## config.mk

```make
export PLATFORM = sky130hd
export DESIGN_NAME = health_bar_ctrl
export DESIGN_NICKNAME = d
export VERILOG_FILES = /design/src/rtl/health_pkg.sv /design/src/rtl/health_seg_decode.sv /design/src/rtl/health_bar_ctrl.sv
export SDC_FILE = /design/constraint.sdc
export NUM_CORES = 1
export LEC_CHECK = 0
export ABC_AREA = 1
export BUFFER_PORTS_ARGS = -buffer_cell sky130_fd_sc_hd__buf_2
export CAP_MARGIN = 20
export CORE_MARGIN = 8
export CORE_UTILIZATION = 43
export CTS_CLUSTER_SIZE = 30
export DETAILED_ROUTE_END_ITERATION = 8
export HOLD_SLACK_MARGIN = 0.05
export PLACE_DENSITY = 0.81
export SYNTH_ARGS = -nofsm -noshare
export SYNTH_HDL_FRONTEND = slang
export SYNTH_SLANG_ARGS = --single-unit
```

## constraint.sdc

```tcl
create_clock -name clk -period 1.55 [get_ports clk]
set_input_delay 0.0775 -clock clk [delete_from_list [all_inputs] [get_ports clk]]
set_output_delay 0.0775 -clock clk [all_outputs]
set_load 0.01 [all_outputs]
```

## src/rtl/health_pkg.sv

```systemverilog
// Shared types, widths and colour defaults for the player-health manager and HUD bar.
package health_pkg;

    localparam int unsigned HEALTH_W = 4;
    localparam int unsigned COORD_W  = 10;
    localparam int unsigned RGB_W    = 12;

    localparam logic [RGB_W-1:0] RGB_OK_DEF  = 12'hFFF;
    localparam logic [RGB_W-1:0] RGB_LOW_DEF = 12'hF00;

    typedef enum logic [1:0] {
        ALIVE  = 2'd0,
        INVULN = 2'd1,
        DEAD   = 2'd2
    } state_e;

    typedef struct packed {
        logic             en;
        logic [RGB_W-1:0] rgb;
    } bar_pix_t;

    // +1 that never exceeds the configured maximum
    function automatic logic [HEALTH_W-1:0] sat_inc(input logic [HEALTH_W-1:0] h,
                                                    input logic [HEALTH_W-1:0] max_h);
        return (h >= max_h) ? max_h : h + HEALTH_W'(1);
    endfunction

endpackage

```

## src/rtl/health_seg_decode.sv

```systemverilog
// Combinational hit-test of pixel (x, y) against the lit segments of the health bar.
module health_seg_decode
    import health_pkg::*;
#(
    parameter int unsigned MAX_HEALTH = 3,
    parameter int unsigned SEG_W      = 60,
    parameter int unsigned BAR_X0     = 420,
    parameter int unsigned BAR_Y0     = 460,
    parameter int unsigned BAR_H      = 11
) (
    input  logic [COORD_W-1:0]  x_i,
    input  logic [COORD_W-1:0]  y_i,
    input  logic [HEALTH_W-1:0] health_i,
    output logic                lit_c
);

    // One extra bit so the right edge of the last segment cannot overflow
    localparam int unsigned CMP_W = COORD_W + 1;
    localparam logic [CMP_W-1:0] Y_LO = CMP_W'(BAR_Y0);
    localparam logic [CMP_W-1:0] Y_HI = CMP_W'(BAR_Y0 + BAR_H);

    logic [CMP_W-1:0] x_w;
    logic [CMP_W-1:0] y_w;
    logic             in_row;

    assign x_w    = {1'b0, x_i};
    assign y_w    = {1'b0, y_i};
    assign in_row = (y_w >= Y_LO) && (y_w < Y_HI);

    always_comb begin
        lit_c = 1'b0;
        for (int unsigned k = 0; k < MAX_HEALTH; k++) begin
            if (in_row && (health_i > HEALTH_W'(k)) &&
                (x_w >= CMP_W'(BAR_X0 + k * SEG_W)) &&
                (x_w <  CMP_W'(BAR_X0 + (k + 1) * SEG_W))) begin
                lit_c = 1'b1;
            end
        end
    end

endmodule

```

## src/rtl/health_bar_ctrl.sv

```systemverilog
// Player health FSM (ALIVE/INVULN/DEAD) plus registered HUD bar pixel output.
// Optional HEALTH_BLINK_EN: blink the bar in BLINK_FRAMES windows while invulnerable.
module health_bar_ctrl
    import health_pkg::*;
#(
    parameter int unsigned      MAX_HEALTH    = 3,
    parameter int unsigned      SEG_W         = 60,
    parameter int unsigned      BAR_X0        = 420,
    parameter int unsigned      BAR_Y0        = 460,
    parameter int unsigned      BAR_H         = 11,
    parameter int unsigned      INVULN_FRAMES = 60,
    parameter int unsigned      BLINK_FRAMES  = 8,
    parameter logic [RGB_W-1:0] RGB_OK        = RGB_OK_DEF,
    parameter logic [RGB_W-1:0] RGB_LOW       = RGB_LOW_DEF
) (
    input  logic                clk,
    input  logic                rst,
    input  logic [COORD_W-1:0]  x,
    input  logic [COORD_W-1:0]  y,
    input  logic                frame_tick,
    input  logic                hit,
    input  logic                heal,
    input  logic                restart,
    output logic [HEALTH_W-1:0] health,
    output logic                dead,
    output logic                invuln,
    output logic                bar_en,
    output logic [RGB_W-1:0]    bar_rgb
);

    localparam logic [HEALTH_W-1:0] MAX_H    = HEALTH_W'(MAX_HEALTH);
    localparam int unsigned         INV_W    = $clog2(INVULN_FRAMES + 1);
    localparam logic [INV_W-1:0]    INV_LAST = INV_W'(INVULN_FRAMES - 1);

    state_e              state_q,   state_d;
    logic [HEALTH_W-1:0] health_q,  health_d;
    logic [INV_W-1:0]    inv_cnt_q, inv_cnt_d;
    logic                dead_q,    dead_d;
    logic                invuln_q,  invuln_d;
    bar_pix_t            pix_q,     pix_d;
    logic                seg_lit_c;
    logic                bar_vis_c;

    // Next-state: restart wins, then per-state hit/heal/frame handling
    always_comb begin
        state_d   = state_q;
        health_d  = health_q;
        inv_cnt_d = inv_cnt_q;
        if (restart) begin
            state_d   = ALIVE;
            health_d  = MAX_H;
            inv_cnt_d = '0;
        end else begin
            case (state_q)
                ALIVE: begin
                    if (hit) begin
                        if (health_q > HEALTH_W'(1)) begin
                            health_d  = health_q - HEALTH_W'(1);
                            state_d   = INVULN;
                            inv_cnt_d = '0;
                        end else begin
                            health_d = '0;
                            state_d  = DEAD;
                        end
                    end else if (heal) begin
                        health_d = sat_inc(health_q, MAX_H);
                    end
                end
                INVULN: begin
                    if (heal) begin
                        health_d = sat_inc(health_q, MAX_H);
                    end
                    if (frame_tick) begin
                        if (inv_cnt_q == INV_LAST) begin
                            state_d   = ALIVE;
                            inv_cnt_d = '0;
                        end else begin
                            inv_cnt_d = inv_cnt_q + INV_W'(1);
                        end
                    end
                end
                DEAD: begin
                end
                default: begin
                    state_d = ALIVE;
                end
            endcase
        end
        dead_d   = (state_d == DEAD);
        invuln_d = (state_d == INVULN);
    end

`ifdef HEALTH_BLINK_EN
    localparam int unsigned      BLK_W    = $clog2(BLINK_FRAMES + 1);
    localparam logic [BLK_W-1:0] BLK_LAST = BLK_W'(BLINK_FRAMES - 1);

    logic [BLK_W-1:0] blink_cnt_q, blink_cnt_d;
    logic             blink_ph_q,  blink_ph_d;

    // Phase restarts visible on every INVULN entry; toggles every BLINK_FRAMES ticks
    always_comb begin
        blink_cnt_d = blink_cnt_q;
        blink_ph_d  = blink_ph_q;
        if ((state_q != INVULN) || (state_d != INVULN)) begin
            blink_cnt_d = '0;
            blink_ph_d  = 1'b0;
        end else if (frame_tick) begin
            if (blink_cnt_q == BLK_LAST) begin
                blink_cnt_d = '0;
                blink_ph_d  = ~blink_ph_q;
            end else begin
                blink_cnt_d = blink_cnt_q + BLK_W'(1);
            end
        end
    end

    always_ff @(posedge clk) begin
        if (rst) begin
            blink_cnt_q <= '0;
            blink_ph_q  <= 1'b0;
        end else begin
            blink_cnt_q <= blink_cnt_d;
            blink_ph_q  <= blink_ph_d;
        end
    end

    assign bar_vis_c = !((state_q == INVULN) && blink_ph_q);
`else
    assign bar_vis_c = 1'b1;
`endif

    health_seg_decode #(
        .MAX_HEALTH (MAX_HEALTH),
        .SEG_W      (SEG_W),
        .BAR_X0     (BAR_X0),
        .BAR_Y0     (BAR_Y0),
        .BAR_H      (BAR_H)
    ) u_seg_decode (
        .x_i      (x),
        .y_i      (y),
        .health_i (health_q),
        .lit_c    (seg_lit_c)
    );

    // Pixel colour uses the health of the same cycle as x/y
    always_comb begin
        pix_d = '0;
        if (seg_lit_c && bar_vis_c) begin
            pix_d.en  = 1'b1;
            pix_d.rgb = (health_q == HEALTH_W'(1)) ? RGB_LOW : RGB_OK;
        end
    end

    always_ff @(posedge clk) begin
        if (rst) begin
            state_q   <= ALIVE;
            health_q  <= MAX_H;
            inv_cnt_q <= '0;
            dead_q    <= 1'b0;
            invuln_q  <= 1'b0;
            pix_q     <= '0;
        end else begin
            state_q   <= state_d;
            health_q  <= health_d;
            inv_cnt_q <= inv_cnt_d;
            dead_q    <= dead_d;
            invuln_q  <= invuln_d;
            pix_q     <= pix_d;
        end
    end

    assign health  = health_q;
    assign dead    = dead_q;
    assign invuln  = invuln_q;
    assign bar_en  = pix_q.en;
    assign bar_rgb = pix_q.rgb;

endmodule

```

[Yosys cells after proc, flatten, opt, wreduce, memory -nomap -nowiden]
Index checks and enable logic that the tools add are counted.
Word-level totals
  register bits after elaboration: 27
  input port bits: 26
  output and inout port bits: 19
  logic and storage cells: 68
Operators by class
  $add $sub $neg: 3
  magnitude comparators: 12
  eq/ne operators: 9
  mux-type cells: 21
  bitwise operators: 1
  reductions and logical operators: 15
Operators by type and width (count)
  $ge 10x9->1 const B: 3
  $mux 6: 4
  $lt 10x10->1 const B: 2
  $lt 10x9->1 const B: 2
  $mux 4: 4
  $mux 13: 1
  $pmux 6 s2: 1
  $ge 10x10->1 const B: 1
  $logic_and 1x1->1: 10
  $mux 2: 5
  $gt 4x1->1 const B: 2
  $mux 8: 1
  $pmux 4 s2: 1
  $add 6x1->6 const B: 1
  $eq 6x6->1 const B: 1
  $ne 2x2->1 const B: 3
  $pmux 2 s3: 1
  $add 4x1->4 const B: 1
  $eq 2x1->1 const B: 2
  $eq 2x2->1 const B: 2
  $eq 4x1->1 const B: 1
  $ge 4x2->1 const B: 1
  $gt 4x2->1 const B: 1
  $reduce_and 4->1: 1
  6 further kinds: 9

[Depth between registers and ports, before layout]
Gate-level depths: netlist of the first run.
  depth after elaboration: 10
  gate-level depth with buffers: 10
  gate-level depth less buffers: 10

[Cells and area by module]
From an unflattened synthesis of the first run, not the netlist that was laid out.
Second synthesis, totals
  cell total of the unflattened synthesis: 211
  area, all modules: 1285.0 µm²
By module, submodules not included
  health_bar_ctrl: times used 1, cells an instance 147, area an instance 1011.0 µm², seq. area each 340.3 µm²
  health_seg_decode: times used 1, cells an instance 64, area an instance 274.0 µm², seq. area each 0.0 µm²

[Worst setup path before layout of the first run]
OpenSTA, ideal clock, no wires.
  kind: register -> register
  from: register health_q[0], in the netlist health[0]
  to: register inv_cnt_q[0]
  setup time: 0.066 ns
  data arrival time: 1.507 ns
  required time: 1.484 ns
  setup slack: -0.023 ns
  cell stages (with the launch flop): 9
  buffers on the path: 0
  period minus slack after synthesis: 1.573 ns
  path through: dfxtp_1 inv_1 ha_1 o21ai_4 nand2_2 nand2_4 inv_4 or2_1 a21oi_2
On the way
  word-level cells in the longest chain between the ends: 3
RTL lines
  from (decl): line health_bar_ctrl.sv:36  | logic [HEALTH_W-1:0] health_q, health_d;
  from (signal assigned): line health_bar_ctrl.sv:164  | health_q <= health_d;
  $gt 4x1->1: line health_bar_ctrl.sv:57  | if (health_q > HEALTH_W'(1)) begin
  $ne 2x2->1 (no line)
  $reduce_and 4->1 (no line)
  to (signal assigned): line health_bar_ctrl.sv:165  | inv_cnt_q <= inv_cnt_d;
  to (decl): line health_bar_ctrl.sv:37  | logic [INV_W-1:0] inv_cnt_q, inv_cnt_d;
Every way passes these cells.
A chain may end at the register's enable or synchronous reset.

[Final worst setup path of the first run]
  from: register health_q[1], in the netlist health[1]
  to: register inv_cnt_q[0]
Same word-level chain as after synthesis.

==> metrics.md, run 1 <==
| Metric | Value |
|---|---|
| Final Cycle Share | `92.30%` |
| Inserted Diodes | `0` |
| # nets final | `245` |
| Post-synth top area cell | `dfxtp_1` |
| CTS tree | `yes` |
| YS warnings | `0` |
| Most used DFF post-synth | `dfxtp_1` |
| Post-CTS Setup Bufs | `0` |
| Vias | `1173` |
| H-tree depth | `1` |
| Clk_lat worst skew | `0.30 ns` |
| Tmin final | `1.431 ns` |
| Fmax | `699.0 MHz` |
| Max-cap violation count | `0` |
| Area share of the largest cell type after synthesis | `29.53%` |
| Synth top area cells | `dfxtp_1 30%, nand2_1 13%, nor2_1 7.2%` |
| Crit Path Class | `flop to flop` |
| Residual DRC | `0` |
| Largest net degree at the start of global routing | `11` |
| Setup TNS | `0 ns` |
| Hold Vio Cnt, Final | `0` |
| Status | `finished clean` |
| Pins Over Slew Limit | `0` |
| List of most frequent post-synthesis cells | `41 x nand2_1, 22 x nor2_1, 19 x inv_1, 17 x dfxtp_1, 11 x nand3_1` |
| VDD IR max | `0.4527 mV` |
| Share of layout cells above drive strength 1 | `32.08%` |
| Crit-path cells | `inv_1 -> ha_2 -> o21ai_4 -> nand2_2 -> nand2_4 -> inv_4 -> or2_1 -> a21oi_2` |
| Ports | `45` |
| Gate power share | `22.2%` |
| Drt initial violations | `10` |
| CP max stage cell | `dfxtp_4` |
| Mapped cell area | `1152 sq um` |
| Grt total ovfl | `0` |
| Critical path arrival | `1.67 ns` |
| Pre-CTS WS | `0.08400 ns` |
| Number of synthesized register bits | `17` |
| Leakage | `0.0007441 uW` |
| Area grow syn2layout | `21.06%` |
| Startpoint Class | `flop` |
| Worst setup EP type | `flop` |
| Final setup margin | `0.1194 ns` |
| WP data required | `1.79 ns` |
| Post-CTS resize count | `0` |
| Starting Density | `46.10%` |
| Mapped Nets | `205` |
| Gpl congestion | `0.7735` |
| Share of power burned in registers | `50.6%` |
| Unrepaired setup endpoints after global routing | `false` |
| Worst-path fanout max | `6` |
| Clock sinks | `17` |
| Top-count cell post-synth | `nand2_1` |
| Post-synth cell types | `28` |
| Vias per Instance | `4.847` |
| DP Wirelength | `2154 um` |
| TritonCTS Buffers | `3` |
| Number of cells produced by synthesis | `173` |
| GRT Overall Usage | `11.69%` |
| Register area share after synthesis | `29.53%` |
| Hold Crit Class | `input port to flop` |
| Die ar. | `4592 sq um` |
| Synth async-reset ratio | `0%` |
| Mean Syn Cell Area | `6.661 sq um` |
| Delay-heaviest family, CP | `simple AND/OR/NAND/NOR gates` |
| Drt wl/cell | `10.63 um` |
| Worst-Margin Slew | `0.2855 ns` |
| Final setup viols | `0` |
| Maximum clock path buffer count | `2` |
| Pint | `624.8 uW` |
| CP peak stage delay | `0.38 ns` |
| Final WL | `2572 um` |
| ANT nets after route | `0` |
| Sw Share | `30.64%` |
| Sw Pwr | `276.0 uW` |
| Post-synth EDFFs | `0` |
| FP Rows | `18` |
| Clk pwr share | `27.2%` |
| Vias in the first global route | `1055` |
| 1st-pass router iterations | `4` |
| Worst clock skew | `0.001079 ns` |
| PortBufs | `42` |
| Die H | `67.77 um` |
| Relative slew margins | `80.85%` |
| Initial antenna violation count | `0` |
| Core ar. | `2500 sq um` |
| Hold buffers post-CTS | `0` |
| Global-route wire length before repair | `4202 um` |
| PD cells | `645.7 nW/um^2` |
| Die Wd | `67.77 um` |
| Root buf cell | `clkbuf_4` |
| CTS clock-pin slew for the worst setup and hold paths | `0.10 ns` |
| Critical path buffers and inverters | `2` |
-- kinds of logic (layout without fill, tap and decap cells) --
family | Yosys count | in the layout | share of synthesized area (%)
AO/OA/AOI/OAI | 20 | 20 | 11.18
XOR/XNOR | 2 | 2 | 1.520
adder cells (fa/ha/maj) | 6 | 6 | 6.514
buffers and inverters | 35 | 74 | 14.87
flip-flops | 17 | 17 | 29.53
AND/OR/NAND/NOR | 93 | 93 | 36.37
-- metrics by stage --
| step | hold slack (ns) | std cells | instance area (sq um) | util [%] | power (uW) |
|---|---|---|---|---|---|
| 2_1_floorplan | 0.2520 | 173 | 1155 | - | 589.5 |
| 6_report | 0.07177 | 242 | 1395 | 55.81 | 900.9 |
| 4_1_cts | 0.07115 | 242 | 1378 | 55.11 | 914.5 |
| 3_5_place_dp | 0.4046 | 238 | 1350 | 54.00 | 664.0 |
| 5_1_grt | 0.07599 | 242 | 1395 | 55.81 | 961.9 |
| 3_3_place_gp | 0.4060 | 238 | 1350 | 54.00 | 660.1 |
-- sequential cells by signal, indices dropped and copies added (netlist names) --
signal and flops:
inv_cnt_q 6, health 4, invuln 1, state_q 2, dead 1, bar_rgb 2, bar_en 1
-- path summary, 6_finish.rpt --
check,from,to,slack (ns),cells past startpoint
max,health[1],inv_cnt_q[0],0.12,8
min,restart,inv_cnt_q[0],0.07,4
max reg2reg,health[1],inv_cnt_q[0],0.12,8
min reg2reg,inv_cnt_q[1],inv_cnt_q[1],0.49,2
-- layout by cell type, fill, tap and decap left out, drive strengths merged --
master and count:
nand3 11, clkinv 2, ha 6, nand4 6
a211oi 2, nor3 6, buf 45, inv 24
nor2 24, xor2 2, dfxtp 17, nor3b 1
o22ai 1, o21ai 7, nand2 44, a21oi 10
or2 1, clkbuf 3
-- cell type report --
cell class / count / area (sq um)
clock inverters: 1 / 5.005
fillers: 252 / 1105
multi-input cells: 121 / 653.1
flip-flops and latches: 17 / 347.8
repair buffers: 45 / 232.7
well taps: 30 / 37.54
inverters: 25 / 96.34
clock buffers: 3 / 22.52
-- power groups by stage --
| stage | combinational, uW | clock (uW) | sequential (uW) |
|---|---|---|---|
| 2_1_floorplan | 121 | 0 | 469 |
| 3_3_place_gp | 193 | 0 | 467 |
| 3_5_place_dp | 197 | 0 | 467 |
| 5_1_grt | 227 | 277 | 458 |
| 6_report | 200 | 245 | 456 |
| 4_1_cts | 198 | 259 | 457 |
-- per-layer routing --
metal  vias up  share of wire [%]  GRT usage [%]
li1        623                  -              -
met1       511                 44          12.87
met2        34                 43          19.76
met3         5                 11          3.477
met4         0                2.1          6.266
met5         -                  0              0
-- tightest hold or removal path, cell delays in order --
cell	delay (ns)
buf_2	0.08
nor2_1	0.07
o21ai_4	0.08
a21oi_2	0.03
Power figures use the tool's default switching activity.
==> run 2, diff against run 1 <==
==> constraint.sdc (replaced) <==
create_clock -name clk -period 1.55 [get_ports clk]
set_input_delay 0.155 -clock clk [delete_from_list [all_inputs] [get_ports clk]]
set_output_delay 0.155 -clock clk [all_outputs]
set_load 0.01 [all_outputs]
==> run 2 against run 1 <==
Combinational power shrank 2%. Cell area shrank 0.54%. Hold slack gained 0.075 ns. Clock power shrank 2%. Critical path depth is the same. Total power shrank 0.83%. Non-clock buffer count is the same. Via count shrank 2.0%. Worst setup slack gained 0.032 ns. Critical endpoint unchanged. Largest cell class unchanged.
==> metrics.md, run 2 (synthesis gave the netlist of run 1 again) <==
| Metric | Value |
|---|---|
| Status | `finished clean (unchanged)` |
| Initial antenna violation count | `0 (unchanged)` |
| Final Cycle Share | `90.20% (was 92.30%)` |
| H-tree depth | `1 (unchanged)` |
| Pins Over Slew Limit | `0 (unchanged)` |
| Die H | `67.77 um (unchanged)` |
| Residual DRC | `0 (unchanged)` |
| Die Wd | `67.77 um (unchanged)` |
| Die ar. | `4592 sq um (unchanged)` |
| Fmax | `715.2 MHz (was 699.0 MHz)` |
| Final setup viols | `0 (unchanged)` |
| Core ar. | `2500 sq um (unchanged)` |
| Worst-Margin Slew | `0.2591 ns (was 0.2855 ns)` |
| TritonCTS Buffers | `3 (unchanged)` |
| Hold buffers post-CTS | `0 (unchanged)` |
| Drt initial violations | `12 (was 10)` |
| # nets final | `245 (unchanged)` |
| Relative slew margins | `82.62% (was 80.85%)` |
| Gr busiest metal | `met2 (unchanged)` |
| Final WL | `2466 um (was 2572 um)` |
| Largest net degree at the start of global routing | `11 (unchanged)` |
| Gpl congestion | `0.7714 (was 0.7735)` |
| Global-route wire length before repair | `4153 um (was 4202 um)` |
| FP Rows | `18 (unchanged)` |
| Clock sinks | `17 (unchanged)` |
| VDD IR max | `0.4567 mV (was 0.4527 mV)` |
| Max-cap violation count | `0 (unchanged)` |
| Vias | `1150 (was 1173)` |
| GRT Overall Usage | `11.45% (was 11.69%)` |
| Vias in the first global route | `1066 (was 1055)` |
| Vias per Instance | `4.752 (was 4.847)` |
| Met3 usage | `3.642% (was 3.477%)` |
| Global routing usage on met1 | `12.75% (was 12.87%)` |
| CP max stage cell | `dfxtp_4 (unchanged)` |
| CTS clock-pin slew for the worst setup and hold paths | `0.10 ns (about the same)` |
| Worst setup EP type | `flop (unchanged)` |
| CP peak stage delay | `0.38 ns (about the same)` |
| Commonest cells after routing, fill and taps aside | `42 x buf_2, 41 x nand2_1, 22 x nor2_1 (unchanged)` |
| Ports | `45 (unchanged)` |
| Worst-path fanout max | `6 (unchanged)` |
| ANT nets after route | `0 (unchanged)` |
| Critical path buffers and inverters | `2 (unchanged)` |
| Clk_lat worst skew | `0.30 ns (about the same)` |
| Setup TNS | `0 ns (unchanged)` |
| WP data required | `1.79 ns (about the same)` |
| Drt wl/cell | `10.19 um (was 10.63 um)` |
| Delay-heaviest family, CP | `simple AND/OR/NAND/NOR gates (unchanged)` |
| Share of layout cells above drive strength 1 | `32.08% (unchanged)` |
| Pwr Total | `893.4 uW (was 900.9 uW)` |
| Crit-path cells | `inv_1 -> ha_2 -> o21ai_4 -> nand2_2 -> nand2_4 -> inv_4 -> or2_1 -> a21oi_2 (unchanged)` |
| Worst clock skew | `0.002197 ns (was 0.001079 ns)` |
| Starting Density | `46.10% (unchanged)` |
| Tmin final | `1.398 ns (was 1.431 ns)` |
| Unrepaired setup endpoints after global routing | `false (unchanged)` |
| Area grow syn2layout | `20.41% (was 21.06%)` |
| Maximum clock path buffer count | `2 (unchanged)` |
| PD cells | `643.8 nW/um^2 (was 645.7 nW/um^2)` |
| Grt total ovfl | `0 (unchanged)` |
| 1st-pass router iterations | `4 (unchanged)` |
| Leakage | `0.0007431 uW (was 0.0007441 uW)` |
| DP Wirelength | `2059 um (was 2154 um)` |
| CTS tree | `yes (unchanged)` |
| Largest register FFs | `6 (unchanged)` |
| Crit Path Class | `flop to flop (unchanged)` |
| Hold Vio Cnt, Final | `0 (unchanged)` |
| Top reg by flops | `inv_cnt_q (unchanged)` |
| Inserted Diodes | `0 (unchanged)` |
| Layout Utilization | `55.51% (was 55.81%)` |
| Hold Crit Class | `input port to flop (unchanged)` |
| PortBufs | `42 (unchanged)` |
| Root buf cell | `clkbuf_4 (unchanged)` |
| Most common cell after layout, fill and taps aside | `buf_2 (unchanged)` |
| Critical path arrival | `1.64 ns (was 1.67 ns)` |
| Startpoint Class | `flop (unchanged)` |
| Routing usage on met2 | `19.17% (was 19.76%)` |
run 2: cell types whose count changed in the layout (fill, tap and decap cells not counted):
cell	change
o21ai_1	+1
o21ai_0	-1
o21ai_4	-1
o21ai_2	+1
run 2: path summary, 6_finish.rpt:
path / from / end / slack (ns) / cells past startpoint
hold reg to reg: inv_cnt_q[1] / inv_cnt_q[1] / 0.49 / 2
setup / recovery: health[1] / inv_cnt_q[0] / 0.15 / 8
hold / removal: restart / inv_cnt_q[0] / 0.15 / 4
setup reg to reg: health[1] / inv_cnt_q[0] / 0.15 / 8
run 2: power breakdown:
part           internal (uW)  total, uW  leakage, uW  switching [uW]
clock                   96.2        241    0.0000177             145
combinational           82.6        196     0.000588             113
sequential               445        456     0.000138            10.4
run 2: repair_timing:
action	in CTS	in global routing
setup endpoints to repair	0	5
resized for setup	0	5
buffers inserted	0	0
run 2: area by class of cell:
class	count	area, sq um
fillers	273	1112
multi-input cells	121	645.6
flip-flops and latches	17	347.8
repair buffers	45	232.7
inverters	25	96.34
well taps	30	37.54
clock buffers	3	22.52
clock inverters	1	5.005
run 2: metal layers:
| metal | up-vias | part of all wire (%) |
|---|---|---|
| li1 | 626 | - |
| met1 | 485 | 44 |
| met2 | 34 | 42 |
| met3 | 5 | 12 |
| met4 | 0 | 2.1 |
| met5 | - | 0 |
run 2: worst min-delay path, stage by stage:
cell	delay (ns)
buf_2	0.07
nor2_1	0.05
o21ai_2	0.09
a21oi_2	0.03
run 2: stage by stage:
stage	std cells	cell area [sq um]	hold WS, ns	setup slack (ns)
after floorplan	173	1155	0.3295	0.06425
after global placement	238	1350	0.4729	0.1099
after detailed placement	238	1350	0.4744	0.09045
after CTS	242	1378	0.1401	0.07576
after global routing	242	1388	0.1574	0.02621
final	242	1388	0.1469	0.1519
